--- config.mk ---
export PLATFORM = sky130hd
export DESIGN_NAME = rtmq_output_sr
export DESIGN_NICKNAME = d
export VERILOG_FILES = /design/src/rtl/rtmq_output_sr_pkg.sv /design/src/rtl/rtmq_acs_flg.sv /design/src/rtl/rtmq_output_sr.sv
export SDC_FILE = /design/constraint.sdc
export NUM_CORES = 1
export LEC_CHECK = 0
export CORE_ASPECT_RATIO = 0.5
export CORE_MARGIN = 8
export CORE_UTILIZATION = 45
export DETAILED_ROUTE_END_ITERATION = 12
export HOLD_SLACK_MARGIN = 0.1
export PLACE_DENSITY = 0.71
export SYNTH_ARGS = -nofsm -noshare
export SYNTH_HDL_FRONTEND = slang
export SYNTH_SLANG_ARGS = --single-unit
--- constraint.sdc ---
create_clock -name clk -period 3.5 [get_ports clk]
set_input_delay 0.525 -clock clk [delete_from_list [all_inputs] [get_ports clk]]
set_output_delay 0.525 -clock clk [all_outputs]
set_load 0.005 [all_outputs]
--- src/rtl/rtmq_output_sr_pkg.sv ---
// Shared peripheral constants: register/ALU bus widths, ALU bus layout,
// status-word field offsets and the clog2 helper.
package rtmq_output_sr_pkg;

    localparam int unsigned W_REG = 32;
    localparam int unsigned W_ADR = 8;
    localparam int unsigned W_ALU = W_REG + W_ADR + 3;

    // ALU output bus: {imm, ren, wen, adr, dat}, data in the low word
    typedef struct packed {
        logic             imm;
        logic             ren;
        logic             wen;
        logic [W_ADR-1:0] adr;
        logic [W_REG-1:0] dat;
    } alu_bus_t;

    // Status bits sit directly above the right-aligned counter field
    localparam int unsigned OSR_VLD_OFS = 0;
    localparam int unsigned OSR_OVF_OFS = 1;

    function automatic int unsigned clog2(input int unsigned v);
        int unsigned r;
        r = 0;
        for (int unsigned i = 0; i < 32; i++) begin
            if ((64'd1 << i) < 64'(v)) r = i + 1;
        end
        return r;
    endfunction

endpackage

--- src/rtl/rtmq_acs_flg.sv ---
// Access-flag decoder: turns the ALU output bus into read, write and
// immediate-write strobes for one register address.
module rtmq_acs_flg
    import rtmq_output_sr_pkg::*;
#(
    parameter int unsigned ADDR = 0
) (
    input  logic [W_ALU-1:0] alu_out,
    output logic             rd,
    output logic             wr,
    output logic             imw,
    output logic [W_REG-1:0] imm_dat
);

    alu_bus_t bus;
    logic     hit;

    assign bus     = alu_bus_t'(alu_out);
    assign hit     = (bus.adr == W_ADR'(ADDR));
    assign rd      = bus.ren & hit;
    assign wr      = bus.wen & ~bus.imm & hit;
    assign imw     = bus.wen & bus.imm & hit;
    assign imm_dat = bus.dat;

endmodule

--- src/rtl/rtmq_output_sr.sv ---
// Output shift register: assembles N_SRL register writes into one frame with
// a valid/ready handoff. Define RTMQ_OSR_OVF_EN for drop-on-overflow + sticky ovf.
module rtmq_output_sr
    import rtmq_output_sr_pkg::*;
#(
    parameter int unsigned ADDR  = 0,
    parameter int unsigned N_SRL = 6
) (
    input  logic                     clk,
    input  logic                     rst_n,
    input  logic [W_ALU-1:0]         alu_out,
    output logic [W_REG-1:0]         reg_osr,
    output logic [W_REG*N_SRL-1:0]   dat_out,
    output logic                     dat_vld,
    input  logic                     dat_rdy
);

    localparam int unsigned W_OSR = W_REG * N_SRL;
    localparam int unsigned W_CNT = clog2(N_SRL + 1);

    logic             rd;
    logic             wr;
    logic             imw_unused;
    logic [W_REG-1:0] imm_dat_unused;

    rtmq_acs_flg #(.ADDR(ADDR)) u_acs (
        .alu_out (alu_out),
        .rd      (rd),
        .wr      (wr),
        .imw     (imw_unused),
        .imm_dat (imm_dat_unused)
    );

    logic [W_REG-1:0] wdata;
    logic [W_OSR-1:0] sr_buf;
    logic [W_OSR-1:0] buf_nxt;
    logic [W_CNT-1:0] cnt;
    logic             ovf;
    logic             frm_done;
    logic             hs;
    logic             load;

    assign wdata    = alu_out[W_REG-1:0];
    assign buf_nxt  = {wdata, sr_buf[W_OSR-1:W_REG]};
    assign frm_done = wr && (cnt == W_CNT'(N_SRL - 1));
    assign hs       = dat_vld && dat_rdy;

    always_ff @(posedge clk or negedge rst_n) begin
        if (!rst_n) begin
            sr_buf <= '0;
            cnt    <= '0;
        end else if (wr) begin
            sr_buf <= buf_nxt;
            cnt    <= frm_done ? '0 : cnt + 1'b1;
        end
    end

`ifdef RTMQ_OSR_OVF_EN
    logic ovf_hit;

    // A pending, unaccepted frame is kept; the new one is dropped
    assign ovf_hit = frm_done && dat_vld && !dat_rdy;
    assign load    = frm_done && !ovf_hit;

    always_ff @(posedge clk or negedge rst_n) begin
        if (!rst_n) begin
            ovf <= 1'b0;
        end else if (ovf_hit) begin
            ovf <= 1'b1;
        end else if (rd) begin
            ovf <= 1'b0;
        end
    end
`else
    logic rd_unused;

    assign rd_unused = rd;
    assign load      = frm_done;
    assign ovf       = 1'b0;
`endif

    always_ff @(posedge clk or negedge rst_n) begin
        if (!rst_n) begin
            dat_out <= '0;
            dat_vld <= 1'b0;
        end else if (load) begin
            dat_out <= buf_nxt;
            dat_vld <= 1'b1;
        end else if (hs) begin
            dat_vld <= 1'b0;
        end
    end

    always_comb begin
        reg_osr                        = '0;
        reg_osr[W_CNT-1:0]             = cnt;
        reg_osr[W_CNT + OSR_VLD_OFS]   = dat_vld;
        reg_osr[W_CNT + OSR_OVF_OFS]   = ovf;
    end

endmodule

# After elaboration in Yosys (flattened, before gate mapping)
# Cells that the tools add are included.
# totals
elab_cells	16
input_bits	46
reg_bits	388
output_inout_bits	225
# classes
n_addsub	1
bitwise	3
eq_ne	1
n_mux	3
n_reduce_logical	4
# ops
op	n
$logic_not 8->1	1
$add 3x1->3 const B	1
$eq 3x3->1 const B	1
$mux 3	1
$and 1x1->1	2
$logic_and 1x1->1	2
$mux 1	2
$reduce_bool 2->1	1
$not 1->1	1

# Logic depth before layout (Yosys ltp)
# logic_depth
depth_word	5
depth_mapped	7

# Hierarchy
# Synthesis repeated with hierarchy kept, for this count alone.
# unflattened
cells_unflattened	833
hier_area_um2	14463.9
# modules_own_cells
module	n_inst	seq_area_each_um2	cells_each	area_each_um2
rtmq_output_sr	1	8908.5	793	14153.6
rtmq_acs_flg	1	0.0	40	310.3

# Worst setup path before layout
# No wires, ideal clock.
# synth_path
path_type	input-to-reg
start	input alu_out[35]
end	register sr_buf[124]
arrival_time_ps	1718
required_time_ps	3372
cell_stages	6
path_slack_ps	1654
setup_ps	128
path_cell_list	nor4_2 > nand3_1 > buf_2 > buf_6 > buf_4 > mux2_1
# synth_between
elab_chain_len	2
# synth_lines
element	line	text
start: declaration	rtmq_output_sr.sv:11	input logic [W_ALU-1:0] alu_out,
$logic_not 8->1	rtmq_acs_flg.sv:19	assign hit = (bus.adr == W_ADR'(ADDR));
$and 1x1->1	rtmq_acs_flg.sv:21	assign wr = bus.wen & ~bus.imm & hit;
end signal: assignment	rtmq_output_sr.sv:53	sr_buf <= buf_nxt;
end: declaration	rtmq_output_sr.sv:35	logic [W_OSR-1:0] sr_buf;
# Every way passes these cells.
# A chain may end at the register's enable or synchronous reset.

# Worst setup path after layout
# layout_path
start	input alu_out[35]
end	register dat_out[27]
# layout_between
elab_chain_len	3
# layout_lines
element	line	text
$logic_not 8->1	rtmq_acs_flg.sv:19	
$and 1x1->1	rtmq_acs_flg.sv:21	
$logic_and 1x1->1	rtmq_output_sr.sv:45	assign frm_done = wr && (cnt == W_CNT'(N_SRL - 1));
end signal: assignment	rtmq_output_sr.sv:87	dat_out <= buf_nxt;
end: declaration	rtmq_output_sr.sv:13	output logic [W_REG*N_SRL-1:0] dat_out,
# Every way passes these cells.

==> flow_summary_export.csv <==
group,metric,value,unit
pwr,ir_worst_vdd,361,uV
clock_network,cts_tree,"yes",
status,status,"finished clean",
yosys,synth_top_area_share,66.1,%
grt,grt_pass1_vias,7727,
worst_setup_path,crit_path_end_kind,"register",
sta,setup-violations-final,0,
worst_hold_path,whs_path_depth,1,
yosys,syn-instance-count,795,
sta,finalHoldViolations,0,
yosys,yosysUniqueCellTypes,21,
pwr,p_leak,8.84,nW
clock_network,post-cts-setup-buffers,0,
finish,drive_gt1_share,17.2,%
sta,fin_crit,2.33,ns
worst_setup_path,cp_slowest_stage_delay,0.54,ns
finish,area_growth,27.8,%
worst_setup_path,path_cells,"clkdlybuf4s50_1, nor4_2, nand4_1, buf_12, mux2_1",
grt,grt.overflow.total,0,
worst_setup_path,cp.arrival,2.77,ns
pwr,powerDensity,447,nW/um2
worst_hold_path,worstHoldStart,"sr_buf[58]",
clock_network,htreeDepth,1,
yosys,ys_ff_latch,356,
sta,max_slew_margin,44.6,%
routing,vias,7132,
routing,drt_iter0_drc,310,
yosys,yosysMostFrequentCell,"dfrtp_1",
yosys,syn_area,13500,um2
die,coreArea,29200,um2
yosys,synth_top_family_by_area,"multiplexers",
sta,fin_tns_setup,0,ns
die,chipHeight,138,um
grt,grt_pass1_wl,45300,um
run,drv_cap,0,
die,std_cell_rows,44,
yosys,ys.flop_type,"dfrtp_1",
finish,finalNetCount,1089,
placement,hpwl,19200,um
routing,avgRoutedWirePerCell,19.2,um
sta,timing.hold.ws,0.486,ns
die,pin_count,271,
routing,routed_wirelength,27900,um
die,start_util,46.1,%
yosys,synth_xor_area_share,0,%
yosys,syn_area_per_cell,16.9,um2
worst_setup_path,rr_worst_depth,5,
worst_setup_path,cp-start-kind,"primary input",
routing,drc,0,
grt,grt.total_usage,15.4,%
yosys,synth_area_leader_cell,"dfrtp_1",
yosys,synth.area.top_cells,"dfrtp_1, mux2_1, mux2_2, buf_4, buf_2",
routing,viasPerCell,4.90,
worst_setup_path,worstSetupPathType,"primary input to register",
sta,fmax,430,MHz
die,dieArea,36100,um2
sta,worstMarginPinSlew,0.831,ns
worst_setup_path,timing.rr.end,"dat_out[27]",
worst_hold_path,hp-class,"register to register",
yosys,synth-compound-area-share,0.167,%
clock_network,cts_buffers,31,
yosys,ys_seq_area_share,66.1,%
worst_setup_path,critical_path.max_fanout,113,
grt,antenna_found_initial,0,
yosys,synth.cells.most_frequent,"dfrtp_1, mux2_1, mux2_2, buf_4, buf_2",
worst_setup_path,rr_startpoint,"cnt[0]",
clock_network,clock_path_buffers,3,
sta,final_max_slew_viol_count,0,
yosys,synth_fa_ha_area_share,0.186,%
grt,grt_start_max_net_pins,114,
worst_setup_path,reg2reg_slack,1.29,ns
finish,n_fill_cell,2275,
routing,drt_pass1_iterations,4,
placement,gp_congestion,0.739,
clock_network,cts.sinks,356,
yosys,async_flop_share,100,%
yosys,synthMuxAreaShare,29.6,%
placement,port_buffers,241,
worst_setup_path,crit_path_top_delay_cell,"nor4_2",
routing,ant_nets,0,
clock_network,cts.clk_slew.worst_paths,0.07,ns
yosys,yosys.area_share.simple,0.529,%
sta,final.period_utilization,66.5,%
sta,fin_skew,0.0104,ns
die,die_w,261,um
sta,rsz0062_at_grt,"no",
worst_hold_path,whs_endpoint,"dat_out[26]",
yosys,synth-edff-count,0,
finish,n_antenna_cell,0,
yosys,yosys_warnings,0,
worst_setup_path,worstPathRequired,3.94,ns
clock_network,clk_latency,0.56,ns
clock_network,cts_root_buf,"clkbuf_16",
==> sequential cells by signal, indices dropped and copies added (netlist names) <==
signal and count:
sr_buf 160, dat_vld 1, cnt 3, dat_out 192
==> worst max-delay path, delay by kind of cell <==
kind                   cells  cell delay [ns]
multiplexers               1             0.46
AND/OR/NAND/NOR            2             0.88
buffers and inverters      2             0.74
==> per-stage QoR <==
stage          power (mW)  cells  utilization, %  area [um2]  setup slack (ns)
2_1_floorplan        4.25    822               -       13600              1.65
3_3_place_gp         4.38   1398            55.4       16200             0.719
3_5_place_dp         4.39   1398            55.4       16200             0.680
4_1_cts              7.81   1456            58.9       17200              1.28
5_1_grt              8.01   1456            58.9       17200              1.11
6_report             7.70   1456            58.9       17200              1.17
==> per-layer routing <==
| layer | part of all wire [%] | GRT usage, % | vias up | routed length (um) |
|---|---|---|---|---|
| met2 | 54 | 28.0 | 104 | 15200 |
| met4 | 2.7 | 4.48 | 0 | 757 |
| li1 | - | - | 3225 | - |
| met5 | 0 | 0 | - | 0 |
| met3 | 3.2 | 2.76 | 41 | 883 |
| met1 | 40 | 18.3 | 3762 | 11100 |
==> area by class of cell <==
type	instances	area (um2)	share of cell area, %
sequential	356	8910	51.8
multi-input combinational	396	4220	24.5
timing repair buffer	254	2580	15.0
clock buffer	42	867	5.04
tap	391	489	2.84
clock inverter	15	134	0.778
inverter	2	7.51	0.0436
==> cell usage in the layout, fill, tap and decap left out, types with 2 or more instances in the layout <==
master / n
buf_12: 5
buf_4: 7
bufinv_16: 2
clkbuf_1: 6
clkbuf_16: 31
clkbuf_8: 5
clkdlybuf4s50_1: 240
clkinv_2: 10
clkinvlp_4: 2
conb_1: 28
dfrtp_1: 356
ha_1: 2
inv_1: 2
mux2_1: 238
mux2_2: 116
nor2_1: 3
==> worst max-delay path by stage <==
stage,startpoint,endpoint,slack (ns),cells past startpoint
3_5_place_dp,alu_out[35],dat_out[120],0.68,5
3_3_place_gp,alu_out[35],dat_out[29],0.72,5
6_report,alu_out[35],dat_out[27],1.17,5
4_1_cts,alu_out[35],dat_out[27],1.28,5
5_1_grt,alu_out[34],dat_out[120],1.11,5
2_1_floorplan,alu_out[35],sr_buf[124],1.65,6
==> power by group <==
part | leakage [nW] | internal (mW) | switching, mW | total, mW
combinational | 3.37 | 0.0656 | 0.110 | 0.176
sequential | 4.97 | 4.12 | 0.00790 | 4.13
clock | 0.497 | 1.88 | 1.51 | 3.39
==> repair_timing <==
action                    4_1_cts  5_1_grt
hold buffers                    1        0
hold endpoints to repair       66        0
gates resized for setup         0        0
==> kinds of logic after synthesis <==
family                     after synthesis
muxes                                  354
AOI/OAI and AO/OA                        3
buffers and inverters                   70
other                                    1
DFF                                    356
adders and majority gates                2
and+or+nand+nor                          9
Note: power is estimated with default switching activity, not from simulation.
